### src/rtl/gh_report_tx.sv
// gh_report_tx: serialises one 16-bit guitar report frame per Req.
// Frame: {Tilt, Strum, Frets[4:0], Whammy[7:0], check}, sent MSB first.
// Each bit period is CLK_DIV cycles of SClk low, then CLK_DIV cycles of SClk high.
// A CLK_DIV-cycle idle gap follows the last bit, then Done pulses for one cycle.
// Optional feature: define GH_REPORT_PARITY_EN to make the check bit the
// even parity of bits 15:1. When it is undefined the check bit is 0.
// Frame timing is identical in both builds.
module gh_report_tx #(
    parameter int CLK_DIV = 8
) (
    input  logic       CLK,
    input  logic       RST_N,
    input  logic [4:0] Frets,
    input  logic       Strum,
    input  logic [7:0] Whammy,
    input  logic       Tilt,
    input  logic       Req,
    output logic       Busy,
    output logic       Done,
    output logic       SClk,
    output logic       SData,
    output logic       SFrame
);

    typedef enum logic [1:0] {
        IDLE  = 2'd0,
        SHIFT = 2'd1,
        GAP   = 2'd2
    } state_t;

    // The divider counts half-periods, so 8 bits covers CLK_DIV up to 255.
    localparam logic [7:0] DIV_LAST = 8'(CLK_DIV - 1);
    localparam logic [4:0] BIT_LAST = 5'd15;

    state_t      state, state_nx;
    logic [7:0]  div_cnt, div_nx;
    logic [4:0]  bit_cnt, bit_nx;
    logic [15:0] shreg, shreg_nx;
    logic        sclk_r, sclk_nx;
    logic        busy_r, busy_nx;
    logic        done_r, done_nx;
    logic        sframe_r, sframe_nx;
    logic [15:0] frame_cap;
    logic        div_end;

    // Assemble the frame that is loaded when a request is accepted.
    always_comb begin
        frame_cap = {Tilt, Strum, Frets, Whammy, 1'b0};
`ifdef GH_REPORT_PARITY_EN
        frame_cap[0] = ^frame_cap[15:1];
`else
        frame_cap[0] = 1'b0;
`endif
    end

    assign div_end = (div_cnt == DIV_LAST);

    // Compute the next state and all registered outputs.
    always_comb begin
        state_nx  = state;
        div_nx    = div_cnt;
        bit_nx    = bit_cnt;
        shreg_nx  = shreg;
        sclk_nx   = sclk_r;
        busy_nx   = busy_r;
        done_nx   = 1'b0;
        sframe_nx = sframe_r;
        case (state)
            IDLE: begin
                // Requests are only seen here, so Req is ignored while Busy is high.
                if (Req) begin
                    state_nx  = SHIFT;
                    shreg_nx  = frame_cap;
                    div_nx    = 8'd0;
                    bit_nx    = 5'd0;
                    sclk_nx   = 1'b0;
                    busy_nx   = 1'b1;
                    sframe_nx = 1'b1;
                end
            end
            SHIFT: begin
                if (!div_end) begin
                    div_nx = div_cnt + 8'd1;
                end else begin
                    div_nx = 8'd0;
                    if (!sclk_r) begin
                        // Rising SClk: the receiver samples here and data holds.
                        sclk_nx = 1'b1;
                    end else if (bit_cnt == BIT_LAST) begin
                        // The last bit period is over. Park the line and enter the gap.
                        state_nx  = GAP;
                        shreg_nx  = 16'd0;
                        sframe_nx = 1'b0;
                    end else begin
                        // Falling SClk: this is the only point where SData moves.
                        sclk_nx  = 1'b0;
                        shreg_nx = {shreg[14:0], 1'b0};
                        bit_nx   = bit_cnt + 5'd1;
                    end
                end
            end
            GAP: begin
                if (!div_end) begin
                    div_nx = div_cnt + 8'd1;
                end else begin
                    div_nx   = 8'd0;
                    bit_nx   = 5'd0;
                    state_nx = IDLE;
                    busy_nx  = 1'b0;
                    done_nx  = 1'b1;
                end
            end
            default: begin
                state_nx  = IDLE;
                shreg_nx  = 16'd0;
                sclk_nx   = 1'b1;
                busy_nx   = 1'b0;
                sframe_nx = 1'b0;
            end
        endcase
    end

    // State and output registers. Reset leaves the line idle without needing a clock edge.
    always_ff @(posedge CLK or negedge RST_N) begin
        if (!RST_N) begin
            state    <= IDLE;
            div_cnt  <= 8'd0;
            bit_cnt  <= 5'd0;
            shreg    <= 16'd0;
            sclk_r   <= 1'b1;
            busy_r   <= 1'b0;
            done_r   <= 1'b0;
            sframe_r <= 1'b0;
        end else begin
            state    <= state_nx;
            div_cnt  <= div_nx;
            bit_cnt  <= bit_nx;
            shreg    <= shreg_nx;
            sclk_r   <= sclk_nx;
            busy_r   <= busy_nx;
            done_r   <= done_nx;
            sframe_r <= sframe_nx;
        end
    end

    assign Busy   = busy_r;
    assign Done   = done_r;
    assign SClk   = sclk_r;
    assign SData  = shreg[15];
    assign SFrame = sframe_r;

endmodule

### config.mk
export PLATFORM = sky130hd
export DESIGN_NAME = gh_report_tx
export DESIGN_NICKNAME = d
export VERILOG_FILES = /design/src/rtl/gh_report_tx.sv
export SDC_FILE = /design/constraint.sdc
export NUM_CORES = 1
export LEC_CHECK = 0
export ABC_AREA = 1
export CAP_MARGIN = 10
export CORE_ASPECT_RATIO = 0.6
export CORE_MARGIN = 2
export CORE_UTILIZATION = 35
export CTS_CLUSTER_SIZE = 28
export DETAILED_ROUTE_END_ITERATION = 7
export DONT_BUFFER_PORTS = 1
export GPL_TIMING_DRIVEN = 0
export PLACE_DENSITY = 0.58
export SYNTH_ARGS = -nofsm -noshare
export SYNTH_HDL_FRONTEND = slang
export SYNTH_SLANG_ARGS = --single-unit
### constraint.sdc
create_clock -name CLK -period 2.69 [get_ports CLK]
set_input_delay 0.538 -clock CLK [delete_from_list [all_inputs] [get_ports CLK]]
set_output_delay 0.538 -clock CLK [all_outputs]
set_load 0.03 [all_outputs]
==> results.yml <==
floorplanning:
  num_rows: 21
  dieHeight_um: 62.6
  dieArea_um2: 6360
  start_util: 0.361
  pin_count: 23
  die_x_um: 102
  core_um2: 5540
place:
  io_buffers: 0
  gp_congestion: 0.803
  post_dp_cell_area_um2: 2100
  hpwl_um: 3400
global_route:
  antenna_found_initial: 0
  grt_pass1_wl_um: 8020
  grt_pass1_vias: 1585
  grt_usage: 0.165
  grt_max_degree: 34
  gr-total-overflow: 0
setup_path:
  critPathTopFamily: "buffers and inverters"
  cp_max_fo: 10
  path_class: "reg -> reg"
  cp.buffers_inverters: 2
  r2r_end: "shreg[14]"
  rr_startpoint: "bit_cnt[0]"
  critPathSlowestCell: "dfrtp_1"
  required_ns: 2.92
  reg2reg_depth: 10
  crit_path_end_kind: "flip-flop"
  max_stage_delay_ns: 0.43
  startpoint_type: "flip-flop"
  ff2ff_setup_slack_ns: 0.62
  critPathMostFrequentCell: "nand2_1"
  crit_chain: "ha_1 -> nand2_1 -> nor2_1 -> ha_1 -> inv_1 -> clkbuf_1 -> nand3_1 -> nand2_1 -> nand4_1 -> nand2_1"
  critPathArrivalTime_ns: 2.30
timing:
  tns_ns: 0
  finalHoldViolCount: 0
  relSlewSlack: 0.687
  final_max_slew_viol_count: 0
  period_share: 0.770
  worst_slew_pin_slew_ns: 0.469
  rsz0062_at_grt: "false"
  max_freq_ghz: 0.483
  fin_skew_ns: 0.00690
  period_minus_slack_ns: 2.07
  setup_viol: 0
outcome:
  status: "complete, no violations"
drt:
  vias: 1720
  met3RoutedLength_um: 272
  drtAntennaViolNets: 0
  drt_first_pass_iters: 4
  wl_met2_um: 1880
  wl_met1_um: 2680
  drt_iter0_markers: 96
  top_layer_used: "met4"
  drt-vias-per-instance: 4.82
  wl_um: 4880
  avgRoutedWirePerCell_um: 13.7
  route.detailed.drc: 0
final_layout:
  area_delta_synth_final_pct: 11.5
  antennaDiodeCount: 0
  design_area_um2: 2230
  multi_input_area_um2: 993
  layout-drive-gt1-share: 0.101
  seqCellArea_um2: 852
  nNetsFinal: 302
  fill_cells: 550
logic_synthesis:
  synth_warnings: 0
  syn_nets: 294
  seq_area_frac_synth: 0.426
  synth.distinct_cells: 26
  yosys.area.top_type_share: 0.413
  yosysTopAreaCell: "dfrtp_1"
  synth.avg_cell_area_um2: 7.47
  syn_inst: 268
  ys_ff_latch: 34
  synth_area_leaders: "dfrtp_1, nand2_1, nand3_1, nand4_1, ha_1"
  syn_area_um2: 2000
clocking:
  htreeDepth: 2
  clk_pin_slew_ns: 0.07
  cts_setup_buffers: 0
  clock_latency_ns: 0.29
  cts_num_sinks: 34
  clock_path_buffers: 2
  cts_root_buffer: "clkbuf_8"
  cts_tree: "built"
  cts_buffers: 5
pwr:
  leakagePower_nw: 1.15
  ir_worst_vdd_uv: 415
  powerDensity_nw_per_um2: 1120
job:
  cap_violations: 0
worst_hold_path:
  worstHoldPathType: "in -> async"
## synthesized netlist by cell type, drive strengths merged
master	number
nand2	103
dfrtp	33
nor3	1
clkinv	1
buf	10
inv	19
nor3b	1
o21ai	6
nand3	34
nor2	23
nand4	21
dfstp	1
o22ai	1
ha	8
a21oi	2
xnor2	2
clkbuf	1
o31ai	1
## worst register-to-register path, stage by stage (launching register included)
cell      delay (ns)
dfrtp_1         0.43
ha_1            0.23
nand2_1         0.08
nor2_1          0.06
ha_1            0.19
inv_1           0.19
clkbuf_1        0.41
nand3_1         0.12
nand2_1         0.10
nand4_1         0.09
nand2_1         0.08
## placed cells by master, fill, tap and decap left out, types with 2 or more instances in the layout
cell / instances
nand2_1: 101
dfrtp_1: 33
nand3_1: 32
nor2_1: 22
nand4_1: 21
inv_1: 18
ha_1: 8
clkbuf_8: 8
buf_2: 7
o21ai_0: 5
a21oi_1: 2
nand2_2: 2
buf_6: 2
buf_12: 2
xnor2_1: 2
## metrics by stage
step           hold slack (ns)  utilization  power, W  instances  worst slack, ns
2_1_floorplan            0.242            -   0.00175        268             1.05
3_3_place_gp             0.244        0.379   0.00203        348            0.687
3_5_place_dp             0.244        0.379   0.00205        348            0.691
4_1_cts                 0.0776        0.403   0.00252        357            0.641
5_1_grt                 0.0671        0.403   0.00274        357            0.435
6_report                0.0709        0.403   0.00251        357            0.618
## area by class of cell
cell class,instances,share of cell area
Tap cell,80,0.0448
Clock buffer,8,0.0493
Sequential cell,34,0.382
Multi-Input combinational cell,203,0.445
Inverter,20,0.0336
Buffer,11,0.0364
Timing Repair Buffer,1,0.00897
## how the worst max path moves through the flow
stage                     startpoint   endpoint  slack [ns]  depth (start not counted)
after floorplan           bit_cnt[0]  shreg[10]        1.05                         10
after global placement    bit_cnt[0]  shreg[14]        0.69                         10
after detailed placement  bit_cnt[0]  shreg[14]        0.69                         10
after CTS                 bit_cnt[0]  shreg[14]        0.64                         10
after global routing      bit_cnt[0]   shreg[8]        0.44                         10
final                     bit_cnt[0]  shreg[14]        0.62                         10
## power breakdown
part / internal [W] / switching [W]
sequential: 0.000680 / 0.000177
combinational: 0.000407 / 0.000788
clock: 0.000259 / 0.000196
total: 0.00135 / 0.00116
## logic make-up after synthesis
logic type,count (synthesis),share of synthesized area
buf+inv,31,0.0781
xor+xnor,2,0.00875
compound gates,10,0.0319
fa+ha+maj,8,0.0500
flops,34,0.426
simple gates,183,0.406
## metal layers
layer  track usage  vias up
met5             0        -
met3        0.0459        8
met4        0.0456        0
met1         0.271      786
met2         0.201       33
li1              -      893
## sequential cells by signal, indices dropped and copies added (netlist names)
name	count
shreg	15
div_cnt	8
bit_cnt	5
state	2
Busy	1
Done	1
SClk	1
SFrame	1
## repair_timing
| item | 4_1_cts | 5_1_grt |
|---|---|---|
| hold buffers | 1 | 0 |
| setup endpoints to repair | 0 | 0 |
| resized for setup | 0 | 0 |
| endpoints found under the hold margin | 33 | 0 |
(Power assumes the default switching activity.)
